--- src/rtl/asic_output_classifier_pkg.sv ---
// Shared constants for the aux-channel output classifier.
// State encodings and aux channel indices match the XADC reader.
package asic_output_classifier_pkg;

    localparam int NUM_AUX_CH = 4;

    localparam logic [1:0] AUX0_CH = 2'd0;
    localparam logic [1:0] AUX1_CH = 2'd1;
    localparam logic [1:0] AUX2_CH = 2'd2;
    localparam logic [1:0] AUX3_CH = 2'd3;

    localparam logic [1:0] ST_IDLE    = 2'd0;
    localparam logic [1:0] ST_ACCUM   = 2'd1;
    localparam logic [1:0] ST_COMPARE = 2'd2;
    localparam logic [1:0] ST_DECIDE  = 2'd3;

    typedef enum logic [1:0] {
        IDLE    = ST_IDLE,
        ACCUM   = ST_ACCUM,
        COMPARE = ST_COMPARE,
        DECIDE  = ST_DECIDE
    } state_t;

endpackage

--- src/rtl/asic_output_classifier_if.sv ---
// Sample stream in, debounced classification out.
// master = sample producer / result consumer, slave = classifier.
interface asic_output_classifier_if #(
    parameter int SAMPLE_WIDTH = 12
);
    logic                    enable;
    logic                    clear;
    logic                    sample_valid;
    logic [1:0]              sample_ch;
    logic [SAMPLE_WIDTH-1:0] sample_data;
    logic                    eos;
    logic [1:0]              network_output;
    logic                    output_valid;
    logic [SAMPLE_WIDTH-1:0] max_avg;
    logic                    overrun;

    modport master (
        output enable, clear, sample_valid, sample_ch, sample_data, eos,
        input  network_output, output_valid, max_avg, overrun
    );

    modport slave (
        input  enable, clear, sample_valid, sample_ch, sample_data, eos,
        output network_output, output_valid, max_avg, overrun
    );
endinterface

--- src/rtl/asic_output_classifier_aux_accumulator_bank.sv ---
// Four per-channel sample accumulators with clear, add and read-mux.
// Clear has priority over add.
module aux_accumulator_bank
    import asic_output_classifier_pkg::*;
#(
    parameter int SAMPLE_WIDTH = 12,
    parameter int ACC_WIDTH    = 16
) (
    input  logic                    clk,
    input  logic                    rst,
    input  logic                    clr,
    input  logic                    add,
    input  logic [1:0]              add_ch,
    input  logic [SAMPLE_WIDTH-1:0] add_data,
    input  logic [1:0]              rd_idx,
    output logic [ACC_WIDTH-1:0]    rd_data
);
    logic [ACC_WIDTH-1:0] acc [NUM_AUX_CH];

    // Accumulate the addressed channel; zero the whole bank on clr.
    always_ff @(posedge clk or posedge rst) begin
        if (rst) begin
            for (int i = 0; i < NUM_AUX_CH; i++) acc[i] <= '0;
        end else if (clr) begin
            for (int i = 0; i < NUM_AUX_CH; i++) acc[i] <= '0;
        end else if (add) begin
            acc[add_ch] <= acc[add_ch] + ACC_WIDTH'(add_data);
        end
    end

    assign rd_data = acc[rd_idx];
endmodule

--- src/rtl/asic_output_classifier.sv ---
// Windowed argmax over AUX0-AUX3 averages with winner debounce.
// FSM: IDLE -> ACCUM -> COMPARE(4 cycles) -> DECIDE -> ACCUM.
module asic_output_classifier
    import asic_output_classifier_pkg::*;
#(
    parameter int SAMPLE_WIDTH = 12,
    parameter int AVG_LOG2     = 4,
    parameter int STABLE_COUNT = 3
) (
    input logic                     clk,
    input logic                     rst,
    asic_output_classifier_if.slave bus
);
    localparam int ACC_WIDTH = SAMPLE_WIDTH + AVG_LOG2;
    localparam logic [3:0] STABLE_MAX = 4'(STABLE_COUNT);
    localparam logic [AVG_LOG2-1:0] LAST_SWEEP = '1;

    state_t                state;
    state_t                state_nxt;
    logic [AVG_LOG2-1:0]   sweep_cnt;
    logic [1:0]            idx;
    logic [ACC_WIDTH-1:0]  best_acc;
    logic [ACC_WIDTH-1:0]  rd_data;
    logic [1:0]            cand;
    logic [1:0]            prev_cand;
    logic [3:0]            stable_cnt;
    logic [3:0]            stable_nxt;
    logic                  publish;
    logic                  acc_clr;
    logic                  acc_add;

    aux_accumulator_bank #(
        .SAMPLE_WIDTH(SAMPLE_WIDTH),
        .ACC_WIDTH   (ACC_WIDTH)
    ) u_bank (
        .clk     (clk),
        .rst     (rst),
        .clr     (acc_clr),
        .add     (acc_add),
        .add_ch  (bus.sample_ch),
        .add_data(bus.sample_data),
        .rd_idx  (idx),
        .rd_data (rd_data)
    );

    // State register.
    always_ff @(posedge clk or posedge rst) begin
        if (rst) state <= IDLE;
        else     state <= state_nxt;
    end

    // Next state, debounce arithmetic and accumulator controls.
    always_comb begin
        state_nxt  = state;
        stable_nxt = 4'd1;
        publish    = 1'b0;
        acc_clr    = 1'b0;
        acc_add    = 1'b0;

        case (state)
            IDLE:    state_nxt = ACCUM;
            ACCUM:   if (bus.eos && sweep_cnt == LAST_SWEEP) state_nxt = COMPARE;
            COMPARE: if (idx == 2'd3) state_nxt = DECIDE;
            DECIDE:  state_nxt = ACCUM;
            default: state_nxt = IDLE;
        endcase
        if (!bus.enable)    state_nxt = IDLE;
        else if (bus.clear) state_nxt = ACCUM;

        if (cand == prev_cand)
            stable_nxt = (stable_cnt >= STABLE_MAX) ? stable_cnt : stable_cnt + 4'd1;

        publish = (state == DECIDE) && bus.enable && !bus.clear &&
                  (stable_nxt >= STABLE_MAX);
        acc_clr = bus.clear || state == IDLE || state == DECIDE;
        acc_add = (state == ACCUM) && bus.sample_valid;
    end

    // Sweep counting, sequential argmax, debounce and registered outputs.
    always_ff @(posedge clk or posedge rst) begin
        if (rst) begin
            sweep_cnt          <= '0;
            idx                <= '0;
            best_acc           <= '0;
            cand               <= '0;
            prev_cand          <= '0;
            stable_cnt         <= '0;
            bus.network_output <= '0;
            bus.output_valid   <= 1'b0;
            bus.max_avg        <= '0;
            bus.overrun        <= 1'b0;
        end else begin
            bus.output_valid <= publish;
            if (bus.clear) begin
                sweep_cnt          <= '0;
                idx                <= '0;
                stable_cnt         <= '0;
                prev_cand          <= '0;
                bus.network_output <= '0;
                bus.max_avg        <= '0;
                bus.overrun        <= 1'b0;
            end else if (!bus.enable) begin
                sweep_cnt  <= '0;
                idx        <= '0;
                stable_cnt <= '0;
            end else begin
                case (state)
                    IDLE: begin
                        sweep_cnt  <= '0;
                        idx        <= '0;
                        stable_cnt <= '0;
                    end
                    ACCUM: begin
                        idx <= '0;
                        if (bus.eos) sweep_cnt <= sweep_cnt + 1'b1;
                    end
                    COMPARE: begin
                        idx <= idx + 2'd1;
                        // Strict '>' keeps the lower index on ties.
                        if (idx == 2'd0 || rd_data > best_acc) begin
                            best_acc <= rd_data;
                            cand     <= idx;
                        end
                        if (bus.sample_valid) bus.overrun <= 1'b1;
                    end
                    DECIDE: begin
                        stable_cnt <= stable_nxt;
                        prev_cand  <= cand;
                        if (publish) begin
                            bus.network_output <= cand;
                            bus.max_avg <= SAMPLE_WIDTH'(best_acc >> AVG_LOG2);
                        end
                        if (bus.sample_valid) bus.overrun <= 1'b1;
                    end
                    default: idx <= '0;
                endcase
            end
        end
    end
endmodule
--- src/flat_wrapper.sv ---
// flat-port wrapper written by rule: the top's interface ports become plain ports
module asic_output_classifier_flat import asic_output_classifier_pkg::*;
#(
    parameter int SAMPLE_WIDTH = 12,
    parameter int AVG_LOG2     = 4,
    parameter int STABLE_COUNT = 3
)
  (clk, rst, bus_enable, bus_clear, bus_sample_valid, bus_sample_ch, bus_sample_data, bus_eos, bus_network_output, bus_output_valid, bus_max_avg, bus_overrun);
  asic_output_classifier_if #(.SAMPLE_WIDTH(SAMPLE_WIDTH)) bus_i ();
  input logic clk;
  input logic rst;
  input wire logic [$bits(bus_i.enable)-1:0] bus_enable;
  input wire logic [$bits(bus_i.clear)-1:0] bus_clear;
  input wire logic [$bits(bus_i.sample_valid)-1:0] bus_sample_valid;
  input wire logic [$bits(bus_i.sample_ch)-1:0] bus_sample_ch;
  input wire logic [$bits(bus_i.sample_data)-1:0] bus_sample_data;
  input wire logic [$bits(bus_i.eos)-1:0] bus_eos;
  output wire logic [$bits(bus_i.network_output)-1:0] bus_network_output;
  output wire logic [$bits(bus_i.output_valid)-1:0] bus_output_valid;
  output wire logic [$bits(bus_i.max_avg)-1:0] bus_max_avg;
  output wire logic [$bits(bus_i.overrun)-1:0] bus_overrun;
  assign bus_i.enable = bus_enable;
  assign bus_i.clear = bus_clear;
  assign bus_i.sample_valid = bus_sample_valid;
  assign bus_i.sample_ch = bus_sample_ch;
  assign bus_i.sample_data = bus_sample_data;
  assign bus_i.eos = bus_eos;
  assign bus_network_output = bus_i.network_output;
  assign bus_output_valid = bus_i.output_valid;
  assign bus_max_avg = bus_i.max_avg;
  assign bus_overrun = bus_i.overrun;
  asic_output_classifier #(.SAMPLE_WIDTH(SAMPLE_WIDTH), .AVG_LOG2(AVG_LOG2), .STABLE_COUNT(STABLE_COUNT)) u_core (.clk(clk), .rst(rst), .bus(bus_i));
endmodule
--- config.mk ---
export PLATFORM = sky130hd
export DESIGN_NAME = asic_output_classifier_flat
export DESIGN_NICKNAME = d
export VERILOG_FILES = /design/src/rtl/asic_output_classifier_pkg.sv /design/src/rtl/asic_output_classifier_if.sv /design/src/rtl/asic_output_classifier_aux_accumulator_bank.sv /design/src/rtl/asic_output_classifier.sv /design/src/flat_wrapper.sv
export SDC_FILE = /design/constraint.sdc
export NUM_CORES = 1
export LEC_CHECK = 0
export BUFFER_PORTS_ARGS = -buffer_cell sky130_fd_sc_hd__buf_2
export CAP_MARGIN = 15
export CORE_UTILIZATION = 61
export DETAILED_ROUTE_END_ITERATION = 16
export PLACE_DENSITY = 0.82
export SKIP_CTS_REPAIR_TIMING = 1
export SYNTH_ARGS = -nofsm -noshare
export SYNTH_HDL_FRONTEND = slang
export SYNTH_SLANG_ARGS = --single-unit
--- constraint.sdc ---
create_clock -name clk -period 4.7 [get_ports clk]
set_input_delay 1.41 -clock clk [delete_from_list [all_inputs] [get_ports clk]]
set_output_delay 1.41 -clock clk [all_outputs]
set_load 0.1 [all_outputs]
==> flow_summary.yaml <==
run_status:
  status: "finished, final reports clean"
worst_setup_path:
  path_depth: 10
  crit_arrival_ps: 4300
  slowest_stage: "mux4_2"
  required_ps: 4950
  cpLargestDelayFamily: "compound AO/OA/AOI/OAI gates"
  setup.worst_path.start_class: "input pin"
  path_class: "input pin to flop"
  worst_path_largest_cell_delay_ps: 580
  rr_worst_depth: 8
  cp_max_fo: 10
  path_cells: "buf_2, buf_4, mux4_2, fa_1, a21o_1, a311o_1, a211oi_1, nor3_1, xnor2_1, o21ai_1"
  crit_buf_inv: 2
  crit_path_end_kind: "flop"
yosys:
  synth_top_area_share_pct: 44.6
  synth_edf_count: 0
  ys_ff_latch: 112
  syn_avg_cell_area_um2: 11.7
  yosysSeqAreaShare_pct: 44.6
  ys_top_cells_by_area: "dfrtp_1 45%, mux4_2 11%, ha_1 7.4%"
  yosysMostFrequentCell: "dfrtp_1"
  netlist_area_um2: 6280
  synthFlopType: "dfrtp_1"
  syn_nets: 597
  synth-async-reset-ratio_pct: 100
  yosysWarnings: 0
  synth_common_cells: "112 x dfrtp_1, 48 x a22o_1, 45 x nand2_1, 37 x ha_1"
  synth_cell_types: 57
  yosysTopAreaCell: "dfrtp_1"
  synthCells: 539
detailed_routing:
  ant_nets: 0
  drt_iter0_drc: 365
  firstDrtPassIters: 4
  route.detailed.wl_per_inst_um: 19.5
  vias: 4560
  vias_per_cell: 6.44
  drc: 0
  wirelength_um: 13800
clock_network:
  clock-sinks: 112
  clk_latency_ps: 370
  cts-root-buf: "clkbuf_8"
  cts-buffers-inserted: 9
  h-tree-depth: 3
  tritoncts: "yes"
  cts_buffer_depth: 2
  clk_pin_slew_ps: 100
power_and_ir_drop:
  power.density_nw_per_um2: 249
  ir_worst_vdd_v: 0.000162
  p_leak_nw: 3.15
worst_hold_path:
  whs_path_depth: 2
  hp-class: "flop to flop"
die:
  die_area_um2: 10700
  rows: 36
  start_util_pct: 63.7
  core_um2: 9860
  die_h_um: 103
  die_width_um: 103
  io_pins: 36
finish:
  finalNetCount: 628
  fillers: 704
  final_area_um2: 6810
  diodes: 0
  final_cells: 708
  synthToLayoutAreaGrowth_pct: 8.43
  drive_gt1_share_pct: 19.7
timing:
  finalSetupViolCount: 0
  finalClockSkew_ps: 16.0
  fin_crit_sh_pct: 86.3
  period_needed_ps: 4050
  timing_hold_violations_final: 0
  max_freq_mhz: 247
  maxSlewHeadroom_pct: 29.3
  finalSetupTns_ps: 0
  worst-slew-pin-transition_ps: 1060
  final_max_slew_viol_count: 0
  rsz0062_at_grt: "false"
placed_design:
  io_buffers: 35
  gp_congestion: 1.06
  dp_hpwl_um: 9750
  post-place-cells: 691
  dpl_cell_area_um2: 6600
grt:
  grt_max_degree: 89
  grt_overflow: 0
  grt_pass1_vias: 4411
  grt_pass1_wl_um: 22300
  antenna_found_initial: 0
  grt_usage_pct: 28.2
job:
  cap_violations: 0
[worst min-delay path: stages, from the launching register on]
cell	delay [ps]
dfrtp_1	370
nand2_1	50
o21ai_1	70
[cell families (layout without fill, tap and decap cells)]
| group | after synthesis | in the layout | synth area share [%] |
|---|---|---|---|
| AO/OA/AOI/OAI | 153 | 153 | 17.3 |
| XOR/XNOR | 15 | 15 | 2.09 |
| adder cells (fa/ha/maj) | 38 | 38 | 7.69 |
| buffers and inverters | 51 | 87 | 3.43 |
| flip-flops | 112 | 112 | 44.6 |
| multiplexers | 51 | 51 | 15.5 |
| AND/OR/NAND/NOR | 119 | 119 | 9.38 |
[state kept, by name, summed over array words and instances (netlist names)]
name,flops
u_core.best_acc,16
u_core.bus.max_avg,12
u_core.bus.network_output,2
u_core.bus.output_valid,1
u_core.bus.overrun,1
u_core.cand,2
u_core.idx,2
u_core.prev_cand,2
u_core.stable_cnt,4
u_core.state,2
u_core.sweep_cnt,4
u_core.u_bank.acc,64
[cells in the final DEF (no fill, tap or decap), types with 5 or more instances in the layout]
master,n
dfrtp_1,112
a22o_1,48
nand2_1,45
ha_1,37
buf_2,35
o21ai_1,32
mux4_2,32
a21oi_1,25
inv_1,24
nor2_1,20
nand2b_1,15
a21o_1,10
mux2_4,10
buf_4,10
xnor2_1,9
clkbuf_8,9
o21ai_0,8
mux2_1,8
nand3_1,7
nor2b_1,6
xor2_1,6
a211oi_1,5
[metrics by stage]
stage                     worst slack, ps  hold slack [ps]  power [mW]  utilization (%)
after floorplan                       331              467        1.11                -
after global placement                355              479        1.15             66.9
after detailed placement              258              501        1.16             66.9
after CTS                             671              522        1.71             68.8
after global routing                  528              546        1.77             69.0
final                                 645              520        1.70             69.0
[where the power goes]
group          total [mW]  internal (mW)  switching [mW]
Combinational       0.167         0.0550           0.112
Sequential          0.976          0.969         0.00711
Clock               0.555          0.245           0.309
[final cells by class]
cell class,count,area (um^2),area share (%)
Clock inverter,4,45.0,0.661
Inverter,25,96.3,1.41
Clock buffer,12,135,1.98
Tap cell,133,166,2.44
Multi-Input combinational cell,376,3290,48.3
Sequential cell,112,2800,41.2
Timing Repair Buffer,46,278,4.08
[worst paths after layout]
check / startpoint / end / slack (ps)
min: u_core.u_bank.acc[15]$_DFFE_PP0P_ / u_core.u_bank.acc[15]$_DFFE_PP0P_ / 520
max reg2reg: u_core.idx[0]$_DFFE_PP0P_ / u_core.best_acc[8]$_DFFE_PP0P_ / 700
min reg2reg: u_core.u_bank.acc[15]$_DFFE_PP0P_ / u_core.u_bank.acc[15]$_DFFE_PP0P_ / 520
max in group asynchronous: rst / u_core.u_bank.acc[15]$_DFFE_PP0P_ / 2910
max: bus_sample_ch[1] / u_core.u_bank.acc[62]$_DFFE_PP0P_ / 650
min in group asynchronous: rst / u_core.best_acc[11]$_DFFE_PP0P_ / 950
[routing by layer]
layer | global-route usage, % | share of wire, % | vias up
li1 | - | - | 2083
met2 | 45.3 | 48 | 158
met1 | 38.3 | 43 | 2306
met3 | 6.99 | 7.6 | 13
met5 | 0 | 0 | -
met4 | 8.34 | 1.2 | 0
Note: power is estimated with default switching activity, not from simulation.
